==> src/rtl/uart_tx_arbiter.sv <==
// uart_tx_arbiter
//
// Round-robin scheduler that shares one UART transmit path among N character
// sources. A winner's character and parity select are captured into din/p_s.
// The frame is then launched through the transmit controller's send/busy
// handshake. The winner gets a one-cycle grant, and a done pulse is raised
// when the frame finishes.
//
// Ports:
//   clk          system clock, rising edge
//   rst          asynchronous active-low reset
//   req          per-requester request level, held until granted
//   req_data     character for requester i at [i*DATA_W +: DATA_W]
//   req_ps       parity-select bit per requester
//   busy         busy from the transmit controller
//   send         start request to the transmit controller
//   din          captured character, changes only on grant edges
//   p_s          captured parity select, registered with din
//   grant        one-hot single-cycle pulse, requester's data captured
//   done         single-cycle pulse, granted frame finished (busy fell)
//   err_timeout  single-cycle pulse, busy never rose during launch
//   cur_id       index of requester owning the transmitter
//   active       high in LAUNCH, WAIT and GAP
module uart_tx_arbiter #(
  parameter int N          = 4,
  parameter int DATA_W     = 7,
  parameter int LAUNCH_TO  = 16,
  parameter int GAP_CYCLES = 2,
  localparam int ID_W      = (N > 1) ? $clog2(N) : 1
) (
  input  logic                clk,
  input  logic                rst,
  input  logic [N-1:0]        req,
  input  logic [N*DATA_W-1:0] req_data,
  input  logic [N-1:0]        req_ps,
  input  logic                busy,
  output logic                send,
  output logic [DATA_W-1:0]   din,
  output logic                p_s,
  output logic [N-1:0]        grant,
  output logic                done,
  output logic                err_timeout,
  output logic [ID_W-1:0]     cur_id,
  output logic                active
);

  // One counter serves both the launch timeout and the inter-frame gap.
  localparam int CNT_MAX = (LAUNCH_TO > GAP_CYCLES) ? LAUNCH_TO : GAP_CYCLES;
  localparam int CNT_W   = $clog2(CNT_MAX) + 1;
  localparam logic [CNT_W-1:0] LAUNCH_LAST = CNT_W'(LAUNCH_TO - 1);
  localparam logic [CNT_W-1:0] GAP_LAST    = CNT_W'(GAP_CYCLES - 1);

  typedef enum logic [1:0] {
    S_IDLE   = 2'd0,
    S_LAUNCH = 2'd1,
    S_WAIT   = 2'd2,
    S_GAP    = 2'd3
  } state_t;

  state_t            state_reg, state_next;
  logic [CNT_W-1:0]  cnt_reg, cnt_next;
  logic [ID_W-1:0]   ptr_reg, ptr_next;

  logic              send_reg, send_next;
  logic [DATA_W-1:0] din_reg, din_next;
  logic              ps_reg, ps_next;
  logic [N-1:0]      grant_reg, grant_next;
  logic              done_reg, done_next;
  logic              err_reg, err_next;
  logic [ID_W-1:0]   cur_id_reg, cur_id_next;
  logic              active_reg, active_next;

  // Unpack the flat data bus into one entry per requester.
  logic [DATA_W-1:0] data_arr [N];
  for (genvar gi = 0; gi < N; gi++) begin : g_unpack
    assign data_arr[gi] = req_data[gi*DATA_W +: DATA_W];
  end

  // Round-robin pick: first set request at or after the pointer, wrapping.
  // idx is one bit wider than the pointer so ptr + k (< 2N) cannot overflow.
  logic            any_req;
  logic [ID_W-1:0] winner;
  logic [ID_W-1:0] winner_inc;
  logic [ID_W:0]   idx;

  always_comb begin
    any_req = 1'b0;
    winner  = '0;
    idx     = '0;
    for (int k = 0; k < N; k++) begin
      idx = {1'b0, ptr_reg} + (ID_W+1)'(k);
      if (idx >= (ID_W+1)'(N)) begin
        idx = idx - (ID_W+1)'(N);
      end
      if (!any_req && req[idx[ID_W-1:0]]) begin
        any_req = 1'b1;
        winner  = idx[ID_W-1:0];
      end
    end
  end

  assign winner_inc = (winner == ID_W'(N - 1)) ? '0 : winner + ID_W'(1);

  logic launch_expired;
  assign launch_expired = (cnt_reg == LAUNCH_LAST);

  // State and output registers.
  always_ff @(posedge clk or negedge rst) begin
    if (!rst) begin
      state_reg  <= S_IDLE;
      cnt_reg    <= '0;
      ptr_reg    <= '0;
      send_reg   <= 1'b0;
      din_reg    <= '0;
      ps_reg     <= 1'b0;
      grant_reg  <= '0;
      done_reg   <= 1'b0;
      err_reg    <= 1'b0;
      cur_id_reg <= '0;
      active_reg <= 1'b0;
    end else begin
      state_reg  <= state_next;
      cnt_reg    <= cnt_next;
      ptr_reg    <= ptr_next;
      send_reg   <= send_next;
      din_reg    <= din_next;
      ps_reg     <= ps_next;
      grant_reg  <= grant_next;
      done_reg   <= done_next;
      err_reg    <= err_next;
      cur_id_reg <= cur_id_next;
      active_reg <= active_next;
    end
  end

  // Next-state logic. busy seen in IDLE or GAP is deliberately ignored.
  always_comb begin
    state_next = state_reg;
    cnt_next   = cnt_reg;
    ptr_next   = ptr_reg;
    case (state_reg)
      S_IDLE: begin
        if (any_req) begin
          state_next = S_LAUNCH;
          cnt_next   = '0;
          // Advances on every grant, even one that later times out.
          ptr_next   = winner_inc;
        end
      end
      S_LAUNCH: begin
        if (busy) begin
          state_next = S_WAIT;
        end else if (launch_expired) begin
          state_next = S_GAP;
          cnt_next   = '0;
        end else begin
          cnt_next = cnt_reg + CNT_W'(1);
        end
      end
      S_WAIT: begin
        if (!busy) begin
          state_next = S_GAP;
          cnt_next   = '0;
        end
      end
      S_GAP: begin
        if (cnt_reg == GAP_LAST) begin
          state_next = S_IDLE;
        end else begin
          cnt_next = cnt_reg + CNT_W'(1);
        end
      end
      default: begin
        state_next = S_IDLE;
      end
    endcase
  end

  // Output logic: values the output registers take on the coming edge.
  always_comb begin
    send_next   = 1'b0;
    grant_next  = '0;
    done_next   = 1'b0;
    err_next    = 1'b0;
    din_next    = din_reg;
    ps_next     = ps_reg;
    cur_id_next = cur_id_reg;
    active_next = (state_next != S_IDLE);
    case (state_reg)
      S_IDLE: begin
        if (any_req) begin
          send_next   = 1'b1;
          grant_next  = N'(1) << winner;
          din_next    = data_arr[winner];
          ps_next     = req_ps[winner];
          cur_id_next = winner;
        end
      end
      S_LAUNCH: begin
        send_next = !busy && !launch_expired;
        err_next  = !busy && launch_expired;
      end
      S_WAIT: begin
        done_next = !busy;
      end
      default: begin
      end
    endcase
  end

  assign send        = send_reg;
  assign din         = din_reg;
  assign p_s         = ps_reg;
  assign grant       = grant_reg;
  assign done        = done_reg;
  assign err_timeout = err_reg;
  assign cur_id      = cur_id_reg;
  assign active      = active_reg;

endmodule

==> config.mk <==
export PLATFORM = sky130hd
export DESIGN_NAME = uart_tx_arbiter
export DESIGN_NICKNAME = d
export VERILOG_FILES = /design/src/rtl/uart_tx_arbiter.sv
export SDC_FILE = /design/constraint.sdc
export NUM_CORES = 1
export LEC_CHECK = 0
export CORE_ASPECT_RATIO = 1.5
export CORE_MARGIN = 2
export CORE_UTILIZATION = 48
export CTS_BUF_LIST = sky130_fd_sc_hd__clkbuf_16
export DETAILED_ROUTE_END_ITERATION = 10
export PLACE_DENSITY = 0.85
export SYNTH_ARGS = -nofsm -noshare
export SYNTH_HDL_FRONTEND = slang
export SYNTH_SLANG_ARGS = --single-unit
==> constraint.sdc <==
create_clock -name clk -period 3 [get_ports clk]
set_input_delay 0.45 -clock clk [delete_from_list [all_inputs] [get_ports clk]]
set_output_delay 0.45 -clock clk [all_outputs]
set_load 0.01 [all_outputs]
==> summary by stage <==
Clocking
The clock slew at the register clock pins of the worst setup and hold paths is 0.07 ns. The H-tree level count is 1. For this design, the sink count on the clock tree is 27. The number of buffers inserted by post-CTS setup repair is 0. The clock latency at the later pin of the worst-skew pair is between 0.2 and 0.3 ns. The number of clock buffers inserted by TritonCTS is 3.

The TritonCTS clock tree is built. Clock tree synthesis selected as its root buffer the cell sky130_fd_sc_hd__clkbuf_16. The quantity of hold-fixing buffers added after cts is 0. Gates resized during post-CTS repair numbered 0. The deepest clock path buffer count is 2.

Pwr
For this design the static power due to leakage is 0.958 nW. The largest voltage drop on the vdd net is 0.481 mV. The cell area power density is 810 nW/um^2.

Routing
Across all layers, the routed design uses 1422 vias. For this block, the initial DRC count from the detailed router was 41. After detailed routing, the number of vias per cell comes to 5.55. Before antenna repair, the detailed router went through 4 iterations. In the routed design, unresolved DRC markers number 0.

The sum of routed wire length over all layers is 3860 um. The number of nets with antenna violations after routing is 0. The average wire per standard cell is between 15 and 20 um.

Die
The standard cell core area is 3190 um^2. The floorplan step set the die height to ~75 um. The die outline area is about 3900 um^2. The effective utilization at floorplan is 50.8%. The row count is 25. Pin placement for this block handled 57 I/O pins. The die width is 51.5 um.

Cells and area
The library cells used most frequently in the layout, excluding fill and tap cells, are sky130_fd_sc_hd__clkdlybuf4s50_1 (56), sky130_fd_sc_hd__dfrtp_1 (27), sky130_fd_sc_hd__nand2_1 (25). The final instance area is 2290 um^2. The most frequent standard cell in the layout excluding fill and tap cells is sky130_fd_sc_hd__clkdlybuf4s50_1.

The register with the most flip-flops in the layout has 7 of them. 0 antenna diodes ended up in the layout. The number of nets in the layout is around 260. From synthesis to final layout, the design area changed by 41.5%. The number of filler instances in the final layout is 253.

The fraction of layout cells with a size suffix above 1 is 10.2%.

STA
The final-report max-slew violation count is 0. Setup violations remaining at the end of the flow were counted as 0. At the pin with the least slew margin, the transition time is 0.969 ns. The worst setup slack after layout is 0.696 ns. The number of failing hold endpoints at the final stage is 0.

For the final routed database, the setup TNS stands at 0 ns. The achievable frequency is ~430 MHz. Hold timing on the final database bottoms out at a slack of 0.509 ns. Setup repair after global routing left no endpoint under its margin. The routed design could run at a clock period as short as roughly 2.3 ns.

Measured against its own limit, the worst slew margin works out to 35.2%. The final worst-path cycle share is 76.8%. Across the routed clock network, the largest skew measured is 0.00456 ns.

Global routing
The first global-routing pass estimated 6310 um of wire. The total overflow left after global routing is 0. The initial antenna violation count is 0. The number of global-route vias before repair is 1440.

The aggregate global-route resource usage is 21.8%. Entering global routing, the biggest net connects 28 pins.

Synthesis
Synthesis handed over a netlist of 160 instances. The number of warning messages in the yosys log is 0. The net count after synthesis is 204.

The number of enable-type register cells in the synthesized netlist is 0. The flip-flop and latch count after synthesis is 27. The proportion of synthesized chip area in sequential cells is 41.7%. After synthesis the cells add up to 1620 um^2.

For this run, asynchronously set or reset flops after synthesis account for 100%. The synthesized netlist contains 40 unique library cells. The predominant post-synthesis flop cell is sky130_fd_sc_hd__dfrtp_1. A synthesized cell averages about 10 um^2.

Place
The placed standard-cell area is 2210 um^2. The estimated wirelength of the detail-placed design is 3040 um. Buffers placed on the I/O ports in this run total 56. Timing analysis after detailed placement gives a worst setup slack of 0.433 ns. The routability congestion estimate from global placement is 0.771.

Worst setup path
The worst setup path is launched from a primary input. The largest delay contributor family on the critical path is simple AND/OR/NAND/NOR gates. The buffer and inverter count on the worst path is 2.

The library cell contributing the largest single delay on the critical path is sky130_fd_sc_hd__nor2_1. Data on the critical path is required at its endpoint by 3.16 ns. The nature of the critical path endpoint is a flop. The arrival time of data at the critical path endpoint is 2.46 ns. The signal on the critical path passes through clkdlybuf4s50_1 > nor2_1 > or2_2 > inv_1 > ha_1 > nand2_1 > nand2_1. The setup path with the least slack is of type in -> reg. The longest individual stage delay on the worst path is roughly 0.8 ns.

The most common cell type on the critical path is sky130_fd_sc_hd__nand2_1. The critical-path maximum fanout is 17.

Run status
The run finished with clean final reports.

Worst hold path
The worst min-delay path class is reg -> reg.

Run
Across the run, the number of max-cap violations was 0.
worst register-to-register path: cells and delay by family (launching register included):
family,cells,cell delay (ns)
flops,1,0.41
compound gates,3,0.67
fa+ha+maj,2,0.45
simple gates,2,0.26
buf+inv,1,0.06
routing by layer:
layer | vias to the layer above | track usage, % | part of all wire, %
met5 | - | 0 | 0
met4 | 0 | 6.14 | 1.6
met3 | 7 | 3.77 | 5.2
met2 | 52 | 44.2 | 57
met1 | 677 | 22.2 | 36
li1 | 686 | - | -
report_power, final:
group | internal, W | total (W) | switching (W)
clock network | 0.000181 | 0.000306 | 0.000125
registers | 0.000501 | 0.000626 | 0.000124
logic | 0.000473 | 0.000927 | 0.000454
final timing paths:
kind                                 start         end  slack, ns  cells after the start
worst max-delay path                req[3]  ptr_reg[1]       0.70                      7
worst min-delay path             cur_id[1]   cur_id[1]       0.51                      2
min in group asynchronous              rst  cnt_reg[4]       0.56                      2
worst min register to register   cur_id[1]   cur_id[1]       0.51                      2
worst max register to register  cnt_reg[0]  cnt_reg[2]       1.03                      8
max in group asynchronous              rst  cnt_reg[1]       2.18                      2
Yosys cell counts, drive strengths merged (3+ instances only):
cell type / instances / area, um^2
buf: 7 / 58.8
inv: 6 / 22.5
dfrtp: 27 / 676
nor2: 10 / 45.0
mux2i: 18 / 180
ha: 5 / 62.6
o21ai: 8 / 40.0
o211ai: 9 / 67.6
or2: 3 / 21.3
nand2: 26 / 100
nor4b: 16 / 140
final cells by class:
cell class	count	area, um^2	area share [%]
tap	40	50.0	2.18
clock inverter	1	7.51	0.327
timing repair buffer	60	603	26.3
multi-input combinational	119	861	37.5
sequential	27	676	29.4
inverter	6	22.5	0.981
clock buffer	3	75.1	3.27
kinds of logic (layout without fill, tap and decap cells):
family	Yosys count	count (layout)	synth area share, %
mux	18	18	11.1
flops	27	27	41.7
simple gates	71	71	26.0
buf+inv	14	70	5.25
compound gates	25	25	12.1
fa+ha+maj	5	5	3.86
per-stage QoR:
stage                     power [W]  cells  utilization [%]
after floorplan             0.00121    160                -
after global placement      0.00151    252             69.3
after detailed placement    0.00156    252             69.3
after CTS                   0.00187    256             71.9
after global routing        0.00199    256             71.9
final                       0.00186    256             71.9
No activity file was read; power rests on OpenSTA's default activity.
